File: src/rtl/tx_timer_ctrl.sv
// Transmit timer sequencer: walks a packet through LATCH, SYNC, DATA and EOP
// using rising edges of the timer rollover flags, and strobes byte fetches.
module tx_timer_ctrl #(
  parameter int MAX_BYTES = 64,
  parameter int EOP_BITS  = 2
) (
  input  logic       clk,
  input  logic       n_rst,
  input  logic       start,
  input  logic [6:0] tx_packet_size,
  input  logic       abort,
  input  logic       rollover_flag8,
  input  logic       rollover_flag64,
  input  logic       rollover_flag512,
  output logic       count_enable,
  output logic       latch_packet_size,
  output logic       clear,
  output logic [6:0] timer_size,
  output logic       byte_pop,
  output logic       tx_active,
  output logic       eop_drive,
  output logic       done,
  output logic       aborted,
  output logic       size_err
);

  typedef enum logic [2:0] {
    S_IDLE  = 3'd0,
    S_LATCH = 3'd1,
    S_SYNC  = 3'd2,
    S_DATA  = 3'd3,
    S_EOP   = 3'd4
  } state_t;

  localparam logic [6:0] MAX_SIZE = 7'(MAX_BYTES);
  localparam logic [1:0] EOP_LAST = 2'(EOP_BITS - 1);

  state_t     state_q, state_d;
  logic [6:0] size_q, size_d;
  logic [1:0] eop_cnt_q, eop_cnt_d;
  logic       size_err_q, size_err_d;
  logic       flag8_q, flag64_q, flag512_q;
  logic       rise8, rise64, rise512;
  logic       size_ok;

  // Flags are levels from the timer; only their rising edges step the sequence.
  assign rise8   = rollover_flag8   & ~flag8_q;
  assign rise64  = rollover_flag64  & ~flag64_q;
  assign rise512 = rollover_flag512 & ~flag512_q;
  assign size_ok = (tx_packet_size != 7'd0) && (tx_packet_size <= MAX_SIZE);

  assign tx_active  = (state_q != S_IDLE);
  assign eop_drive  = (state_q == S_EOP);
  assign timer_size = size_q;
  assign size_err   = size_err_q;

  always_comb begin
    state_d           = state_q;
    size_d            = size_q;
    eop_cnt_d         = eop_cnt_q;
    size_err_d        = 1'b0;
    count_enable      = 1'b0;
    latch_packet_size = 1'b0;
    clear             = 1'b0;
    byte_pop          = 1'b0;
    done              = 1'b0;
    aborted           = 1'b0;

    case (state_q)
      S_IDLE: begin
        if (start) begin
          if (size_ok) begin
            size_d  = tx_packet_size;
            state_d = S_LATCH;
          end else begin
            size_err_d = 1'b1;
          end
        end else begin
          state_d = S_IDLE;
        end
      end
      S_LATCH: begin
        latch_packet_size = 1'b1;
        clear             = 1'b1;
        state_d           = S_SYNC;
      end
      S_SYNC: begin
        // The SYNC-to-DATA transition fetches byte 0 so it is ready at DATA entry.
        if (rise64) begin
          clear    = 1'b1;
          byte_pop = 1'b1;
          state_d  = S_DATA;
        end else begin
          count_enable = 1'b1;
        end
      end
      S_DATA: begin
        // Packet-complete wins over the coincident byte flag: the last byte is already out.
        if (rise512) begin
          clear     = 1'b1;
          eop_cnt_d = 2'd0;
          state_d   = S_EOP;
        end else begin
          count_enable = 1'b1;
          byte_pop     = rise64;
        end
      end
      S_EOP: begin
        count_enable = 1'b1;
        if (rise8) begin
          if (eop_cnt_q == EOP_LAST) begin
            clear     = 1'b1;
            done      = 1'b1;
            eop_cnt_d = 2'd0;
            state_d   = S_IDLE;
          end else begin
            eop_cnt_d = eop_cnt_q + 2'd1;
          end
        end else begin
          eop_cnt_d = eop_cnt_q;
        end
      end
      default: begin
        state_d = S_IDLE;
      end
    endcase

    // Abort is checked last so it overrides any flag edge seen in the same cycle.
    if (abort && (state_q != S_IDLE)) begin
      state_d      = S_IDLE;
      eop_cnt_d    = 2'd0;
      clear        = 1'b1;
      aborted      = 1'b1;
      count_enable = 1'b0;
      byte_pop     = 1'b0;
      done         = 1'b0;
    end else begin
      aborted = 1'b0;
    end
  end

  always_ff @(posedge clk) begin
    if (n_rst) begin
      state_q    <= S_IDLE;
      size_q     <= 7'd0;
      eop_cnt_q  <= 2'd0;
      size_err_q <= 1'b0;
      flag8_q    <= 1'b0;
      flag64_q   <= 1'b0;
      flag512_q  <= 1'b0;
    end else begin
      state_q    <= state_d;
      size_q     <= size_d;
      eop_cnt_q  <= eop_cnt_d;
      size_err_q <= size_err_d;
      flag8_q    <= rollover_flag8;
      flag64_q   <= rollover_flag64;
      flag512_q  <= rollover_flag512;
    end
  end

endmodule

File: config.mk
export PLATFORM = sky130hd
export DESIGN_NAME = tx_timer_ctrl
export DESIGN_NICKNAME = d
export VERILOG_FILES = /design/src/rtl/tx_timer_ctrl.sv
export SDC_FILE = /design/constraint.sdc
export NUM_CORES = 1
export LEC_CHECK = 0
export CORE_ASPECT_RATIO = 0.9
export CORE_UTILIZATION = 40
export CTS_BUF_LIST = sky130_fd_sc_hd__clkbuf_16
export DETAILED_ROUTE_END_ITERATION = 8
export PLACE_DENSITY_LB_ADDON = 0.3
export SYNTH_ARGS = -nofsm -noshare
export SYNTH_HDL_FRONTEND = slang
export SYNTH_SLANG_ARGS = --single-unit
File: constraint.sdc
create_clock -name clk -period 5 [get_ports clk]
set_clock_uncertainty 0.2 [all_clocks]
set_input_delay 0.5 -clock clk [delete_from_list [all_inputs] [get_ports clk]]
set_output_delay 0.5 -clock clk [all_outputs]
set_load 0.02 [all_outputs]
Yosys cells after proc, flatten, opt, wreduce, memory -nomap -nowiden
Index checks and enable logic that the tools add are counted.
{"block": "totals", "ff_bits": 16, "in_bits": 14, "output_inout_bits": 16, "elab_cells": 67}
{"block": "op_classes", "n_addsub": 1, "magnitude_cmp": 1, "n_eq_ne": 10, "muxes": 29, "n_bitwise": 8, "n_reduce_logical": 11}
{"operator": "$mux 3", "count": 6}
{"operator": "$mux 1", "count": 15}
{"operator": "$pmux 3 s5", "count": 1}
{"operator": "$le 7x7->1 const B", "count": 1}
{"operator": "$reduce_bool 7->1", "count": 1}
{"operator": "$eq 3x2->1 const B", "count": 2}
{"operator": "$mux 2", "count": 3}
{"operator": "$reduce_and 3->1", "count": 2}
{"operator": "$not 1->1", "count": 5}
{"operator": "$reduce_and 5->1", "count": 1}
{"operator": "$ne 2x1->1 const B", "count": 2}
{"operator": "$ne 2x2->1 const B", "count": 2}
{"operator": "$pmux 1 s4", "count": 1}
{"operator": "$pmux 2 s2", "count": 1}
{"operator": "$and 1x1->1", "count": 3}
{"operator": "$eq 3x1->1 const B", "count": 1}
{"operator": "$eq 3x3->1 const B", "count": 1}
{"operator": "$logic_not 3->1", "count": 1}
{"operator": "$ne 3x3->1 const B", "count": 1}
{"operator": "$pmux 1 s3", "count": 1}
{"operator": "$reduce_bool 3->1", "count": 1}
{"operator": "$reduce_or 3->1", "count": 1}
{"operator": "$add 2x1->2 const B", "count": 1}
{"operator": "$eq 2x1->1 const B", "count": 1}
{"operator": "other kinds (4)", "count": 5}

Logic depth before layout (Yosys ltp)
Gate-level depths: netlist of the first run.
{"block": "logic_depth", "word_depth": 5, "mapped_depth": 6, "ltp_nobuf": 5}

Least setup slack after synthesis of the first run
No wires, ideal clock.
{"block": "synth_timing", "kind": "register to output", "start": "reg state_q[2]", "end": "out done", "t_arrival_ns": 1.558, "required_ns": 4.300, "path_slack_ns": 2.742, "path_stages_with_launch": 5, "path_cell_list": "dfxtp_1 buf_2 or3b_2 or2_2 nor2_1"}
{"block": "synth_via", "elab_chain_cells": 3, "word_cells_on_any_way": 5}
{"item": "start: declaration", "line": "38", "source": "state_t state_q, state_d;"}
{"item": "start signal: assignment", "line": "152", "source": "state_q <= state_d;"}
{"item": "$eq 3x3->1 or $reduce_bool 3->1 (tied branches)", "line": "69, 129"}
{"item": "$mux 1 or $logic_and 1x1->1 (tied branches)", "line": "69, 129"}
{"item": "$mux 1 (*)", "line": "129", "source": "if (abort && (state_q != S_IDLE)) begin"}
{"item": "end: declaration", "line": "22", "source": "output logic done,"}
Mark *: on every way between the ends. The rest lies on a longest branch, timed or not.

Worst setup path after layout of the first run
{"block": "layout_timing", "start": "reg state_q[2]", "end": "out clear"}
{"block": "layout_via", "elab_chain_cells": 3, "word_cells_on_any_way": 8}
{"item": "$eq 3x3->1, or another cell as far along", "line": "69", "source": "case (state_q)"}
{"item": "$pmux 1 s4 or $logic_and 1x1->1 (tied branches)", "line": "69, 129"}
{"item": "$mux 1 (*)", "line": "129"}
{"item": "end: declaration", "line": "17", "source": "output logic clear,"}
Marks and branches as above.

==> results.tsv, run 1 <==
metric	value	unit
r2r endpoint	timer_size[5]$_SDFFE_PP0P_	
drt pass-1 iters	4	
grt total ovfl	0	
worst slew pin tran	0.546	ns
Synth area leader	dfxtp_1	
Adder-Cell Fraction of Synth Area	0	
Synth Warn #	0	
I/O pin cnt	30	
#FFs+latches synth	16	
Fin Hold WS	0.270	ns
Fin. Hold Viols	0	
Mapped Cells	93	
antenna violations before repair	0	
Synth area leaders	dfxtp_1, nand2b_1, mux2i_1, nor2b_1, a21oi_1	
DIE WIDTH	50.7	um
CP required	4.30	ns
kind of end point of the critical path	output port	
post-CTS sizing	0	
R2R Setup Slk	3.09	ns
Final Max Tran Viols	0	
Post-synth top cells	dfxtp_1, nand2b_1, mux2i_1	
pin count of the biggest net entering global routing	21	
Async SR Flop Fraction	0	
Power Dens Cells	322	nW/um2
Synth Flop Type	dfxtp_1	
Placer Congestion	0.754	
RSZ-0062 raised after global routing	no	
clock buffer depth	2	
multiplexer share of the synthesized area	0.0984	
Remaining DRCs	0	
Skew-Pair Late Insertion Delay	0.24	ns
hold depth	2	
hold_sp	timer_size[1]$_SDFFE_PP0P_	
post-synthesis compound-gate area fraction	0.120	
total power draw	0.396	mW
crit-path cells	or3b_2 > or2_2 > o2111ai_1 > clkdlybuf4s50_1	
syn_nets	107	
n_diodes	0	
CTS tree	yes	
Max Cap Viol	0	
CP Max Fanout	9	
via count	748	
Min-Delay Path Class	reg -> reg	
Rows	15	
Post-Synth XOR/XNOR Area	0.0103	
Yosys top cell area share	0.376	
number of nets in the layout	136	
hold endpoint	timer_size[1]$_SDFFE_PP0P_	
post-synthesis sequential area ratio	0.376	
syn avg cell area	9.16	um2
Starting Density	0.437	
hold_buf cts	0	
VDD IR max	0.000249	V
Post-Syn Area	852	um2
setup ws final	1.95	ns
global-route usage over all layers	0.153	
CP startpoint kind	flop	
Reg clk slew, reported paths	0.05	ns
EDFF count, synth	0	
area of the core	1950	um2
post-synthesis simple-gate area fraction	0.351	
minimum clock period	3.05	ns
most common cell in the netlist	dfxtp_1	
Inserted Clock Buffers	3	
fin area	1230	um2
die footprint	2320	um2
vias in the first global route	605	
TritonCTS Sinks	16	
share of cells above drive strength 1	0.0744	
final period utilization	0.610	
WP data arrival	2.35	ns
DP Area	1150	um2
Die Ht	45.8	um
Relative slew margins	0.629	
DP HPWL	1310	um
drt total wl	1720	um
status	completed	
vias per cell	5.12	
Post-DRT Antenna Nets	0	
area grow syn2layout	44.3	%
global-route wire length before repair	2660	um
Root Buffer	clkbuf_16	
Yosys cell types	33	
WS Path Type	reg -> out	
setup TNS	0	ns
CP max stage cell	clkdlybuf4s50_1	
Port Buf Inserts	29	
Leak	0.462	nW
largest family of logic cells by synthesized area	simple AND/OR/NAND/NOR gates	
fmax	0.328	GHz
Setup WS pre-CTS	2.07	ns
Post-CTS Setup Repair Bufs	0	
DRT iter0 DRCs	8	
Max stage delay on crit path	0.64	ns
total number of H-tree levels	1	
setup violators final	0	
DR WL/cell	11.8	um
worst-case reg-to-reg path depth	4	
RR Startpoint	state_q[1]$_SDFFE_PP0P_	
==> per-stage QoR <==
stage	utilization	instances
2_1_floorplan	-	93
3_3_place_gp	0.590	142
3_5_place_dp	0.590	142
4_1_cts	0.630	146
5_1_grt	0.630	146
6_report	0.630	146
==> how the worst max path moves through the flow <==
| stage | startpoint | end | depth (start not counted) |
|---|---|---|---|
| finish | state_q[2]$_SDFFE_PP0P_ | clear | 4 |
| global route | state_q[2]$_SDFFE_PP0P_ | clear | 4 |
| CTS | state_q[2]$_SDFFE_PP0P_ | clear | 4 |
| detailed placement | rollover_flag8 | clear | 5 |
| global placement | rollover_flag8 | clear | 5 |
| floorplan | state_q[2]$_SDFFE_PP0P_ | done | 4 |
==> worst max-delay path: cells and delay by family, from the launching register on <==
| kind | cells | cell delay (ns) |
|---|---|---|
| flops | 1 | 0.51 |
| buf+inv | 1 | 0.64 |
| simple gates | 2 | 0.88 |
| compound gates | 1 | 0.08 |
==> sequential cells by signal, indices dropped and copies added (netlist names) <==
name	count
flag512_q	1
flag64_q	1
size_err	1
state_q	3
timer_size	7
flag8_q	1
eop_cnt_q	2
==> cells in the final DEF (no fill, tap or decap) <==
cell,instances
or2b_1,1
nor4b_4,1
mux2i_1,7
a22oi_1,1
and3b_1,1
o211a_1,1
o22ai_1,1
nor3_1,1
nand2b_1,14
nor4b_1,1
a32oi_1,1
nand4bb_1,1
o2111ai_1,1
xor2_1,1
nor3_4,1
clkinv_1,1
or3b_2,1
or2_1,1
a21oi_1,5
dfxtp_1,16
o31a_1,1
o21ai_0,2
clkdlybuf4s50_1,29
nor2b_1,6
or4_4,1
nor3b_1,3
inv_1,4
a2111oi_0,1
o221ai_1,1
nand2_1,4
clkbuf_16,3
mux2i_2,1
or2_2,1
nor2_1,6
==> routing by layer <==
metal	GRT usage	part of all wire	routed length (um)
met3	0.0433	0.046	79
met1	0.224	0.51	882
met5	0	0	0
met2	0.213	0.44	749
met4	0.0500	0.0058	10
==> cell type report <==
class	count	area, um2
clock inverters	1	3.75
fillers	165	722
flip-flops and latches	16	320
inverters	4	15.0
repair buffers	29	290
clock buffers	3	75.1
multi-input cells	68	494
well taps	25	31.3
==> cell families (layout without fill, tap and decap cells) <==
group / Yosys count / after routing
compound gates: 15 / 15
xor+xnor: 1 / 1
buf+inv: 9 / 37
flops: 16 / 16
mux: 8 / 8
simple gates: 44 / 44
==> power breakdown <==
part / switching, mW / leakage [nW] / internal (mW) / total, mW
Sequential: 0.0104 / 0.131 / 0.136 / 0.146
Combinational: 0.0460 / 0.293 / 0.0515 / 0.0976
Clock: 0.0461 / 0.0385 / 0.106 / 0.152
Total: 0.102 / 0.462 / 0.293 / 0.396
Note: power is estimated with default switching activity, not from simulation.
==> inputs of run 2 (changes only) <==
--- a/config.mk
+++ b/config.mk
@@ -6,7 +6,7 @@
 export NUM_CORES = 1
 export LEC_CHECK = 0
 export CORE_ASPECT_RATIO = 0.9
-export CORE_UTILIZATION = 40
+export CORE_UTILIZATION = 39
 export CTS_BUF_LIST = sky130_fd_sc_hd__clkbuf_16
 export DETAILED_ROUTE_END_ITERATION = 8
 export PLACE_DENSITY_LB_ADDON = 0.3
==> constraint.sdc (replaced) <==
create_clock -name clk -period 2.55 [get_ports clk]
set_clock_uncertainty 0.2 [all_clocks]
set_input_delay 0.255 -clock clk [delete_from_list [all_inputs] [get_ports clk]]
set_output_delay 0.255 -clock clk [all_outputs]
set_load 0.02 [all_outputs]
==> run 2 against run 1 <==
First-iteration DRC count up 88%. Non-clock buffer count is 6 higher. Register-to-register slack worse by 2.3 ns. Count of clock-buffer cells in the layout unchanged.
==> results.tsv, run 2 (synthesized netlist as in run 1, its figures left out) <==
metric	value	unit
I/O pin cnt	30	
CP required	2.10	ns
hold_sp	eop_cnt_q[1]$_SDFFE_PP0P_	
Root Buffer	clkbuf_16	
RR Startpoint	state_q[2]$_SDFFE_PP0P_	
DP HPWL	1370	um
setup TNS	0	ns
max FFs per register	7	
Placer Congestion	0.767	
Max Cap Viol	0	
Leak	0.518	nW
VDD IR max	0.000718	V
Inserted Clock Buffers	3	
total number of H-tree levels	1	
grt total ovfl	0	
global-route usage over all layers	0.160	
CP startpoint kind	flop	
share of cells above drive strength 1	0.127	
final period utilization	0.956	
Rows	15	
die footprint	2380	um2
Finished Layout Cells	151	
fmax	0.410	GHz
status	completed	
vias per cell	5.04	
Fin. Hold Viols	0	
drt total wl	1820	um
Post-DRT Antenna Nets	0	
most frequent cells in the layout	clkdlybuf4s50_1, dfxtp_1, nand2b_1	
antenna violations before repair	0	
Final Max Tran Viols	0	
vias in the first global route	629	
global-route wire length before repair	2740	um
WP data arrival	1.98	ns
pin count of the biggest net entering global routing	20	
CTS tree	yes	
Min-Delay Path Class	reg -> reg	
total power draw	0.781	mW
leading cell type in the layout, fill and taps excluded	clkdlybuf4s50_1	
TritonCTS Sinks	16	
Starting Density	0.428	
WS Path Type	reg -> out	
CP Max Fanout	6	
Relative slew margins	0.764	
Reg clk slew, reported paths	0.05	ns
clock buffer depth	2	
area of the core	1990	um2
via count	761	
DRT iter0 DRCs	15	
worst slew pin tran	0.346	ns
minimum clock period	2.44	ns
Power Dens Cells	613	nW/um2
Die Ht	46.3	um
setup violators final	0	
kind of end point of the critical path	output port	
Fin Hold WS	0.266	ns
Worst Setup SP	state_q[1]$_SDFFE_PP0P_	
number of nets in the layout	142	
RSZ-0062 raised after global routing	no	
drt pass-1 iters	4	
Skew-Pair Late Insertion Delay	0.24	ns
DIE WIDTH	51.3	um
Port Buf Inserts	29	
Remaining DRCs	0	
DR WL/cell	12.0	um
Post-CTS Setup Repair Bufs	0	
area grow syn2layout	49.5	%
n_diodes	0	
dpl cells	148	
run 2: per-layer routing:
layer,up-vias,GRT usage,part of all wire
met3,2,0.0627,0.063
met4,0,0.0324,0.0055
met1,349,0.209,0.46
met2,18,0.253,0.47
met5,-,0,0
li1,392,-,-
run 2: final timing paths:
path / endpoint / slack (ns) / depth (start not counted)
max: byte_pop / 0.11 / 5
max reg2reg: timer_size[5]$_SDFFE_PP0P_ / 0.75 / 6
min: eop_cnt_q[1]$_SDFFE_PP0P_ / 0.27 / 1
min reg2reg: eop_cnt_q[1]$_SDFFE_PP0P_ / 0.27 / 1
run 2: final cells by class:
| type | instances | area [um2] |
|---|---|---|
| inverters | 4 | 15.0 |
| repair buffers | 35 | 335 |
| multi-input cells | 68 | 497 |
| clock buffers | 3 | 75.1 |
| fillers | 184 | 716 |
| well taps | 25 | 31.3 |
| flip-flops and latches | 16 | 320 |
run 2: metrics by stage:
step / util / instance area, um2 / setup slack, ns
after floorplan: - / 852 / 0.537
after global placement: 0.601 / 1200 / 0.159
after detailed placement: 0.601 / 1200 / 0.137
after CTS: 0.638 / 1270 / 0.00257
after global routing: 0.640 / 1270 / 0.00333
final: 0.640 / 1270 / 0.113
run 2: worst max-delay path, stage by stage (launching register included):
cell and delay (ns):
dfxtp_1 0.34, buf_4 0.15, nor2b_2 0.20, nor2b_1 0.22
nor3b_1 0.21, clkdlybuf4s50_1 0.63
run 2: repair_timing:
| item | in CTS | in global routing |
|---|---|---|
| hold buffers | 0 | 0 |
| setup endpoints to repair | 2 | 2 |
| resized for setup | 2 | 2 |
run 2: power by group:
group          internal (mW)  switching (mW)  leakage (nW)
clock network          0.205          0.0850        0.0370
logic                  0.110           0.107         0.350
registers              0.267         0.00701         0.131
==> inputs of run 3 (changes only) <==
--- a/config.mk
+++ b/config.mk
@@ -6,9 +6,10 @@
 export NUM_CORES = 1
 export LEC_CHECK = 0
 export CORE_ASPECT_RATIO = 0.9
-export CORE_UTILIZATION = 39
+export CORE_UTILIZATION = 40
 export CTS_BUF_LIST = sky130_fd_sc_hd__clkbuf_16
 export DETAILED_ROUTE_END_ITERATION = 8
+export DONT_BUFFER_PORTS = 1
 export PLACE_DENSITY_LB_ADDON = 0.3
 export SYNTH_ARGS = -nofsm -noshare
 export SYNTH_HDL_FRONTEND = slang
==> run 3 against run 2 <==
Sequential power up 8.8%. Hold slack worse by 0.26 ns. Sequential share of layout area is 5.1 points higher. Register-to-register slack got worse by 0.15 ns. Non-clock buffer count fell by 23.
==> results.tsv, run 3 (synthesized netlist as in run 1, its figures left out) <==
metric	value	unit
status	completed	
Max stage delay on crit path	0.53	ns
pin count of the biggest net entering global routing	15	
most frequent cells in the layout	dfxtp_1, nand2b_1, dlygate4sd3_1	
Placer Congestion	0.762	
global-route usage over all layers	0.168	
Power Dens Cells	688	nW/um2
Post-CTS Setup Repair Bufs	0	
worst slew pin tran	0.682	ns
WP buf/inv	0	
Rows	15	
minimum clock period	2.36	ns
Fin Hold WS	0.00354	ns
share of cells above drive strength 1	0.0962	
Final Max Tran Viols	0	
CP Max Fanout	9	
Max Cap Viol	0	
Reg clk slew, reported paths	0.05	ns
DR WL/cell	13.6	um
drt total wl	1760	um
Min-Delay Path Class	in -> reg	
TritonCTS Sinks	16	
DIE WIDTH	50.7	um
final period utilization	0.924	
Port Buf Inserts	0	
crit-path cells	or3b_2 > or2_2 > nor2_1	
via count	674	
Post-DRT Antenna Nets	0	
dpl cells	114	
leading cell type in the layout, fill and taps excluded	dfxtp_1	
vias in the first global route	632	
DP HPWL	1240	um
max FFs per register	7	
WP data arrival	1.90	ns
antenna violations before repair	0	
Fin. Hold Viols	0	
CTS tree	yes	
WS Path Type	reg -> out	
die footprint	2320	um2
Skew-Pair Late Insertion Delay	0.25	ns
I/O pin cnt	30	
total number of H-tree levels	1	
Remaining DRCs	0	
fmax	0.425	GHz
area grow syn2layout	24.1	%
vias per cell	5.22	
VDD IR max	0.000521	V
setup violators final	0	
hold_buf cts	11	
clock buffer depth	2	
grt total ovfl	0	
# fillers	189	
n_diodes	0	
drt pass-1 iters	4	
number of nets in the layout	119	
CP startpoint kind	flop	
CP max stage cell	or3b_2	
post-CTS sizing	0	
CP delay by family, top	simple AND/OR/NAND/NOR gates	
Relative slew margins	0.544	
setup TNS	0	ns
CP required	2.10	ns
Finished Layout Cells	129	
Inserted Clock Buffers	3	
Die Ht	45.8	um
Root Buffer	clkbuf_16	
Starting Density	0.437	
kind of end point of the critical path	output port	
area of the core	1950	um2
Register Area	320	um2
multi-input logic area	494	um2
RSZ-0062 raised after global routing	no	
global-route wire length before repair	2740	um
DRT iter0 DRCs	18	
Leak	0.409	nW
==> run 3: through the flow <==
stage | cell area, um2 | utilization | setup WS, ns | power (mW)
floorplan | 852 | - | 0.537 | 0.401
global route | 1060 | 0.542 | 0.104 | 0.763
CTS | 1060 | 0.542 | 0.178 | 0.736
detailed placement | 868 | 0.445 | 0.435 | 0.412
global placement | 868 | 0.445 | 0.462 | 0.410
finish | 1060 | 0.542 | 0.195 | 0.727
==> run 3: path summary, 6_finish.rpt <==
path,from,endpoint,slack (ns),depth (start not counted)
setup / recovery,state_q[2]$_SDFFE_PP0P_,done,0.19,3
hold / removal,n_rst,timer_size[0]$_SDFFE_PP0P_,0.004,2
setup reg to reg,state_q[2]$_SDFFE_PP0P_,eop_cnt_q[1]$_SDFFE_PP0P_,0.60,4
hold reg to reg,eop_cnt_q[1]$_SDFFE_PP0P_,eop_cnt_q[1]$_SDFFE_PP0P_,0.27,1
==> run 3: layer usage <==
layer,part of all wire,up-vias,global-route usage
li1,-,344,-
met1,0.47,308,0.198
met2,0.46,20,0.272
met3,0.062,2,0.0733
met4,0.0057,0,0.0667
met5,0,-,0
==> run 3: power by group <==
group | total, mW | internal (mW) | switching (mW)
logic | 0.124 | 0.0555 | 0.0687
registers | 0.298 | 0.267 | 0.0313
clock network | 0.305 | 0.208 | 0.0970
total | 0.727 | 0.530 | 0.197
==> run 3: area by class of cell <==
class / count / share of cell area
Sequential cell: 16 / 0.303
Inverter: 4 / 0.0142
Clock buffer: 3 / 0.0710
Timing Repair Buffer: 12 / 0.111
Clock inverter: 1 / 0.00355
Multi-Input combinational cell: 68 / 0.467
Tap cell: 25 / 0.0296
